<file path="config.mk">
export PLATFORM = sky130hd
export DESIGN_NAME = ball_mapper_multi
export DESIGN_NICKNAME = d
export VERILOG_FILES = /design/src/rtl/ball_mapper_multi.sv
export SDC_FILE = /design/constraint.sdc
export NUM_CORES = 2
export LEC_CHECK = 0
export ABC_AREA = 1
export CAP_MARGIN = 25
export CORE_MARGIN = 1.5
export CORE_UTILIZATION = 35
export CTS_CLUSTER_DIAMETER = 30
export CTS_CLUSTER_SIZE = 25
export DETAILED_ROUTE_END_ITERATION = 12
export GPL_ROUTABILITY_DRIVEN = 0
export PLACE_DENSITY = 0.54
export SKIP_LAST_GASP = 1
export SYNTH_ARGS = -nofsm -noshare
export SYNTH_HDL_FRONTEND = slang
export SYNTH_SLANG_ARGS = --single-unit
</file>
<file path="constraint.sdc">
create_clock -name Clk -period 18.6 [get_ports Clk]
set_input_delay 1.86 -clock Clk [delete_from_list [all_inputs] [get_ports Clk]]
set_output_delay 1.86 -clock Clk [all_outputs]
set_load 0.03 [all_outputs]
</file>
<file path="src/rtl/ball_mapper_multi.sv">
// Three-stage colour mapper: draws up to N_BALLS circles/squares over a gradient
// background, with a run-time writable per-ball palette.
module ball_mapper_multi #(
   parameter int unsigned  N_BALLS     = 4,
   parameter int unsigned  COORD_W     = 10,
   parameter logic [7:0]   BG_RED_BASE = 8'h4F,
   parameter logic [7:0]   BG_BLUE     = 8'h44,
   parameter logic [23:0]  RESET_COLOR = 24'h00FFFF,
   localparam int unsigned IDX_W       = (N_BALLS > 1) ? $clog2(N_BALLS) : 1
) (
   input  logic                         Clk,
   input  logic                         Reset,
   input  logic                         Pix_valid,
   input  logic [COORD_W-1:0]           DrawX,
   input  logic [COORD_W-1:0]           DrawY,
   input  logic [N_BALLS*COORD_W-1:0]   BallX,
   input  logic [N_BALLS*COORD_W-1:0]   BallY,
   input  logic [N_BALLS*COORD_W-1:0]   Ball_size,
   input  logic [N_BALLS-1:0]           Ball_en,
   input  logic                         Shape_sq,
   input  logic                         Pal_we,
   input  logic [IDX_W-1:0]             Pal_idx,
   input  logic [23:0]                  Pal_data,
   output logic [7:0]                   Red,
   output logic [7:0]                   Green,
   output logic [7:0]                   Blue,
   output logic                         RGB_valid,
   output logic [IDX_W-1:0]             Hit_idx,
   output logic                         Hit
);

   localparam int unsigned DW  = COORD_W + 1;
   localparam int unsigned PW  = 2 * COORD_W + 2;
   localparam int unsigned SQW = 2 * COORD_W + 3;
   localparam int unsigned SZW = 2 * COORD_W;
   localparam int unsigned XCW = COORD_W - 3;

   // stage 1: signed distances and sampled ball parameters
   logic signed [DW-1:0]  dx1_d [N_BALLS], dx1_q [N_BALLS];
   logic signed [DW-1:0]  dy1_d [N_BALLS], dy1_q [N_BALLS];
   logic [COORD_W-1:0]    sz1_d [N_BALLS], sz1_q [N_BALLS];
   logic [N_BALLS-1:0]    en1_d, en1_q;
   logic                  sq1_d, sq1_q;
   logic [XCW-1:0]        xc1_d, xc1_q;
   logic                  v1_d, v1_q;

   // stage 2: squared distances / absolute distances
   logic [SQW-1:0]        dsq2_d [N_BALLS], dsq2_q [N_BALLS];
   logic [SZW-1:0]        szsq2_d [N_BALLS], szsq2_q [N_BALLS];
   logic [COORD_W-1:0]    ax2_d [N_BALLS], ax2_q [N_BALLS];
   logic [COORD_W-1:0]    ay2_d [N_BALLS], ay2_q [N_BALLS];
   logic [COORD_W-1:0]    sz2_d [N_BALLS], sz2_q [N_BALLS];
   logic [N_BALLS-1:0]    en2_d, en2_q;
   logic                  sq2_d, sq2_q;
   logic [XCW-1:0]        xc2_d, xc2_q;
   logic                  v2_d, v2_q;

   // stage 3 outputs and palette
   logic [7:0]            red_d, red_q, green_d, green_q, blue_d, blue_q;
   logic                  hit_d, hit_q, vld_d, vld_q;
   logic [IDX_W-1:0]      idx_d, idx_q;
   logic [23:0]           pal_d [N_BALLS], pal_q [N_BALLS];

   logic [N_BALLS-1:0]    hit_vec;
   logic [IDX_W-1:0]      win;
   logic signed [PW-1:0]  px, py;
   logic                  unused_drawx_lsb;

   assign unused_drawx_lsb = ^DrawX[2:0];

   always_comb begin
      en1_d = Ball_en;
      sq1_d = Shape_sq;
      xc1_d = DrawX[COORD_W-1:3];
      v1_d  = Pix_valid;
      for (int i = 0; i < N_BALLS; i++) begin
         dx1_d[i] = $signed({1'b0, DrawX}) - $signed({1'b0, BallX[i*COORD_W +: COORD_W]});
         dy1_d[i] = $signed({1'b0, DrawY}) - $signed({1'b0, BallY[i*COORD_W +: COORD_W]});
         sz1_d[i] = Ball_size[i*COORD_W +: COORD_W];
      end
   end

   always_comb begin
      px    = '0;
      py    = '0;
      en2_d = en1_q;
      sq2_d = sq1_q;
      xc2_d = xc1_q;
      v2_d  = v1_q;
      for (int i = 0; i < N_BALLS; i++) begin
         px         = PW'(dx1_q[i]) * PW'(dx1_q[i]);
         py         = PW'(dy1_q[i]) * PW'(dy1_q[i]);
         dsq2_d[i]  = SQW'(px) + SQW'(py);
         szsq2_d[i] = SZW'(sz1_q[i]) * SZW'(sz1_q[i]);
         ax2_d[i]   = dx1_q[i][DW-1] ? COORD_W'(-dx1_q[i]) : COORD_W'(dx1_q[i]);
         ay2_d[i]   = dy1_q[i][DW-1] ? COORD_W'(-dy1_q[i]) : COORD_W'(dy1_q[i]);
         sz2_d[i]   = sz1_q[i];
      end
   end

   // hit test, lowest-index priority and colour selection
   always_comb begin
      hit_vec = '0;
      win     = '0;
      for (int i = 0; i < N_BALLS; i++) begin
         if (sq2_q)
            hit_vec[i] = en2_q[i] && (ax2_q[i] <= sz2_q[i]) && (ay2_q[i] <= sz2_q[i]);
         else
            hit_vec[i] = en2_q[i] && (dsq2_q[i] <= SQW'(szsq2_q[i]));
      end
      for (int i = N_BALLS - 1; i >= 0; i--) begin
         if (hit_vec[i]) win = IDX_W'(i);
      end
      vld_d = v2_q;
      if (|hit_vec) begin
         {red_d, green_d, blue_d} = pal_q[win];
         hit_d = 1'b1;
         idx_d = win;
      end else begin
         red_d   = BG_RED_BASE - 8'(xc2_q);
         green_d = 8'h00;
         blue_d  = BG_BLUE;
         hit_d   = 1'b0;
         idx_d   = '0;
      end
   end

   // out-of-range palette indices are dropped
   always_comb begin
      pal_d = pal_q;
      if (Pal_we && (32'(Pal_idx) < N_BALLS)) pal_d[Pal_idx] = Pal_data;
   end

   always_ff @(posedge Clk or negedge Reset) begin
      if (!Reset) begin
         for (int i = 0; i < N_BALLS; i++) begin
            dx1_q[i]   <= '0;
            dy1_q[i]   <= '0;
            sz1_q[i]   <= '0;
            dsq2_q[i]  <= '0;
            szsq2_q[i] <= '0;
            ax2_q[i]   <= '0;
            ay2_q[i]   <= '0;
            sz2_q[i]   <= '0;
            pal_q[i]   <= RESET_COLOR;
         end
         en1_q   <= '0;
         sq1_q   <= 1'b0;
         xc1_q   <= '0;
         v1_q    <= 1'b0;
         en2_q   <= '0;
         sq2_q   <= 1'b0;
         xc2_q   <= '0;
         v2_q    <= 1'b0;
         red_q   <= '0;
         green_q <= '0;
         blue_q  <= '0;
         hit_q   <= 1'b0;
         idx_q   <= '0;
         vld_q   <= 1'b0;
      end else begin
         dx1_q   <= dx1_d;
         dy1_q   <= dy1_d;
         sz1_q   <= sz1_d;
         dsq2_q  <= dsq2_d;
         szsq2_q <= szsq2_d;
         ax2_q   <= ax2_d;
         ay2_q   <= ay2_d;
         sz2_q   <= sz2_d;
         pal_q   <= pal_d;
         en1_q   <= en1_d;
         sq1_q   <= sq1_d;
         xc1_q   <= xc1_d;
         v1_q    <= v1_d;
         en2_q   <= en2_d;
         sq2_q   <= sq2_d;
         xc2_q   <= xc2_d;
         v2_q    <= v2_d;
         red_q   <= red_d;
         green_q <= green_d;
         blue_q  <= blue_d;
         hit_q   <= hit_d;
         idx_q   <= idx_d;
         vld_q   <= vld_d;
      end
   end

   assign Red       = red_q;
   assign Green     = green_q;
   assign Blue      = blue_q;
   assign Hit       = hit_q;
   assign Hit_idx   = idx_q;
   assign RGB_valid = vld_q;

endmodule

</file>
* Yosys cells after proc, flatten, opt, wreduce, memory -nomap -nowiden
Index checks and enable logic that the tools add are counted.
Word-level totals: register bits 570, bits of input ports 175, output and inout port bits 28, word-level logic and storage cells 141
Operators by class: $add $sub $neg 21, $mul 12, $lt $le $gt $ge 15, mux-type cells 27, bitwise logic cells 2, reduce and logical (&&, ||, !) cells 14
Operator list (count):
- 11-bit by 11-bit multiplier with 22-bit output | 8
- 96-bit bitwise mux | 1
- 22-bit by 22-bit adder with 23-bit output | 4
- 23-bit by 20-bit <= comparator with 1-bit output | 4
- 10-bit by 10-bit subtractor with 11-bit output | 8
- 10-bit <= comparator | 8
- 10-bit by 10-bit multiplier with 20-bit output | 4
- 10-bit 2-to-1 mux | 8
- 10-bit negation | 8
- 24-bit 2-to-1 mux | 3
- 24-bit binary-select mux with 2-bit select | 1
- 24-bit demux with 2-bit select | 1
- 8-bit 2-to-1 mux | 3
- 1-bit logical AND | 13
- 2-bit 2-to-1 mux | 5
- 7-bit by 7-bit subtractor with 8-bit output, first input constant | 1
- 3-bit >= comparator, second input constant | 2
- 2-bit NOT with 3-bit output | 2
- 1-bit 2-to-1 mux | 5
- 4-bit OR reduction | 1
- 3-bit by 1-bit < comparator with 1-bit output, second input constant | 1

* Logic depth before layout (Yosys ltp)
depth after elaboration 13, mapped depth 30, mapped depth without buffers 29

* Worst setup path before layout
No wires, ideal clock.
path kind register to register, from register dy1_q[43] (netlist name), to register dsq2_q[91] (netlist name), setup time 0.135 ns, data arrival time 6.181 ns, data required time 18.465 ns, slack 12.284 ns, cell stages (with the launch flop) 22, path buffers 2, clock period less this slack 6.316 ns, cells stage by stage dfrtp_1 clkbuf_1 clkbuf_1 nand2_1 fa_1 inv_1 fa_1 inv_1 fa_1 inv_1 fa_1 fa_1 fa_1 inv_1 fa_1 inv_1 ha_1 nand4_1 inv_1 nand2_1 o311ai_0 xor3_1
RTL lines:
- from (decl) | line 40 | logic signed [DW-1:0] dy1_d [N_BALLS], dy1_q [N_BALLS];
- from (signal assigned) | line 163 | dy1_q <= dy1_d;
- to (signal assigned) | line 165 | dsq2_q <= dsq2_d;
- to (decl) | line 48 | logic [SQW-1:0] dsq2_d [N_BALLS], dsq2_q [N_BALLS];

==> metrics.json <==
{
  "period_minus_slack_ns": 7.12,
  "placeableCoreArea_mm2": 0.204,
  "layout-area-overhead-vs-synth_pct": 14.3,
  "fin_hold_ws_ns": 0.345,
  "cp.arrival_ns": 7.73,
  "final.setup_skew_ns": 0.0541,
  "groute.usage.overall_pct": 18.2,
  "cts_resized": 0,
  "grt.met2_usage_pct": 31.3,
  "final-max-slew-violation-count": 0,
  "ant_nets": 0,
  "grt_pass1_vias": 54600,
  "r2r_setup_slack_ns": 11.48,
  "drt_drc_violations_left": 0,
  "area_share_of_the_largest_cell_type_after_synthesis_pct": 32.5,
  "path_cells": "nand2_1 > fa_1 > inv_1 > fa_1 > inv_1 > fa_1 > inv_1 > fa_1 > fa_1 > inv_1 > fa_1 > fa_1 > inv_1 > ha_1 > inv_1 > nor3_1 > a21oi_1 > o21ai_0 > nand3_1 > nand2_1 > a21oi_1 > nor2_1 > nor2_1 > xor2_1",
  "synth-warning-count": 0,
  "worstHoldPathType": "reg -> reg",
  "busiest_layer": "met2",
  "global_route_wire_length_before_repair_um": 296000,
  "clk_pin_slew_worst_paths_ns": 0.05,
  "number_of_flops_mapped_to_enable_cells_by_yosys": 0,
  "io_pins": 203,
  "die_width_um": 456,
  "worst_ep_required_time_ns": 19.21,
  "nNetsFinal": 10300,
  "detailedPlacementHpwl_um": 149000,
  "timing_worst_setup_path_type": "reg -> reg",
  "ys_ff_latch": 562,
  "postSynthAreaPerCell_um2": 9.00,
  "drt-wirelength-per-cell_um": 16.6,
  "totalWireLength_um": 183000,
  "synth_cell_type_count": 56,
  "via_count": 50000,
  "timing.critical_path.mode_cell": "fa_1",
  "outcome": "finished clean",
  "worstReg2RegEnd": "dsq2_q[45]",
  "number_of_design_rule_violations_left_by_the_first_detailed_router_iteration": 2582,
  "gr-usage-met1_pct": 23.3,
  "portion_of_the_post_synthesis_area_used_by_sequential_elements_pct": 19.7,
  "die_area_mm2": 0.208,
  "timing.critical_path.fanout_max": 14,
  "ys_top_cells_by_area": "fa_1, dfrtp_1, ha_1",
  "cell_accounting_for_the_most_synthesized_area": "fa_1",
  "startpoint": "dx1_q[13]",
  "cts_htree_levels": 4,
  "crit_path_max_incr_delay_ns": 0.89,
  "n_fill_cell": 20400,
  "slew_headroom_pct": 32.9,
  "grt_overflow_total": 0,
  "synthCells": 7979,
  "timing.setup.tns_ns": 0,
  "grt_setup_unrepaired": "no",
  "drv_cap": 0,
  "grt_antenna_before_repair": 14,
  "placement.io_buffers": 202,
  "hold_buffers": 0,
  "post_cts_buffers": 0,
  "cells_on_worst_reg2reg_path": 24,
  "clk_latency_ns": 0.79,
  "clock_tree_from_tritoncts": "built",
  "rows": 166,
  "cts_sinks": 562,
  "timing.fmax_mhz": 140,
  "floorplan.initialDensity_pct": 35.1,
  "final_hold_viol_count": 0,
  "ys_async_sr_fraction_pct": 100,
  "dieHeight_um": 456,
  "crit_path_end": "dsq2_q[45]",
  "fin_crit_sh_pct": 38.3,
  "tritoncts.num_buffers": 150,
  "finalSetupViolations": 0,
  "grt_start_max_net_pins": 159,
  "detail_route.vias_per_cell": 4.54,
  "ctsRootBufferMaster": "clkbuf_16",
  "ys.flop_type": "dfrtp_1",
  "use_met3_pct": 2.44,
  "max_slew.worst_pin.slew_ns": 1.01,
  "layout-drive-gt1-share_pct": 5.00,
  "dr.pass1.iters": 6,
  "syn_area_mm2": 0.0718,
  "crit-reg2reg-launch": "dx1_q[13]",
  "timing.critical_path.slowest_stage_cell": "dfrtp_1",
  "syn_nets": 10100,
  "critPathCaptureType": "flop",
  "ctsLongestPathBuffers": 3,
  "timing.critical_path.from_type": "flop"
}
synth_stat cells (5+ instances only):
library cell	instances
or2_0	9
xor2_1	244
a21oi_1	300
ha_1	819
dfrtp_1	498
a21o_1	26
or2_2	24
fa_1	1166
nand4_1	28
buf_6	9
o21a_1	8
o21bai_1	15
a21boi_0	5
nor4_1	6
buf_2	12
clkbuf_1	160
xnor2_1	122
nor3_1	34
o21ai_1	7
o21ai_0	205
o31ai_1	9
nand3b_1	29
o211ai_1	13
a31oi_1	17
nor2_1	245
a211oi_1	11
dfstp_2	64
nand3_1	156
nand2_1	1271
inv_1	2416
kinds of logic (layout without fill, tap and decap cells):
| logic type | after synthesis | in the layout | share of synthesized area (%) |
|---|---|---|---|
| AO/OA/AOI/OAI | 635 | 635 | 4.87 |
| XOR/XNOR | 367 | 367 | 4.50 |
| adder cells (fa/ha/maj) | 1985 | 1985 | 46.8 |
| buffers and inverters | 2604 | 2927 | 13.7 |
| flip-flops | 562 | 562 | 19.7 |
| other | 0 | 4 | 0 |
| AND/OR/NAND/NOR | 1826 | 1826 | 10.5 |
worst max-delay path: cells and delay by family, from the launching register on:
kind / cells / cell delay (ns)
flops: 1 / 0.89
xor+xnor: 1 / 0.13
simple gates: 6 / 0.94
buf+inv: 6 / 0.35
compound gates: 3 / 0.65
fa+ha+maj: 8 / 4.00
flip-flops by register name, summed over array words and instances (netlist names), 2 cells and up:
signal	flops
sz1_q	40
xc1_q	7
sz2_q	40
dy1_q	44
en2_q	4
szsq2_q	72
Hit_idx	2
pal_q	96
ax2_q	40
Blue	8
xc2_q	7
en1_q	4
ay2_q	40
dsq2_q	92
Green	8
dx1_q	44
Red	8
layer usage:
metal / share of wire (%) / vias to the layer above
li1: - / 23800
met1: 43 / 25000
met2: 50 / 946
met3: 3.9 / 279
met4: 3.5 / 0
met5: 0 / -
worst min-delay path by stage:
stage	start	endpoint	depth (start not counted)	slack, ns
after floorplan	v2_q	RGB_valid	0	0.33
after global placement	xc1_q[4]	xc2_q[4]	0	0.33
after detailed placement	xc1_q[5]	xc2_q[5]	0	0.34
after CTS	xc1_q[6]	xc2_q[6]	0	0.35
after global routing	en1_q[3]	en2_q[3]	0	0.35
final	xc1_q[6]	xc2_q[6]	0	0.35
final cells by class:
cell class	instances	area (um^2)	area share (%)
multi-input cells	4813	47800	58.2
flip-flops and latches	562	14100	17.2
inverters	2418	9080	11.1
clock buffers	177	4060	4.94
well taps	2688	3360	4.10
repair buffers	227	2270	2.76
clock inverters	105	1360	1.66
diodes	4	10.0	0.0122
metrics by stage:
step                      util [%]  setup WS (ns)  cell area [um^2]  cells
after global routing          40.2          11.04             82100  11000
after global placement        37.5          11.51             76600  10700
after detailed placement      37.5          11.49             76600  10700
final                         40.2          11.48             82100  11000
after floorplan                  -          12.28             71800   7979
after CTS                     40.1          11.47             82000  11000
placed cells by master (no fill, tap or decap), types with 26 or more instances in the layout:
master,n
o21ai_0,205
nor3_1,34
nand3b_1,29
fa_1,1166
ha_1,819
a21oi_1,300
nand2_1,1271
dfstp_2,64
xor2_1,244
a21o_1,26
nand4_1,28
nand3_1,156
inv_1,2416
xnor2_1,122
clkbuf_16,152
nor2_1,245
dfrtp_1,498
clkdlybuf4s50_1,201
Power is not shown: default switching activity piles up to over one toggle a cycle in this logic, so the estimate is an artifact.
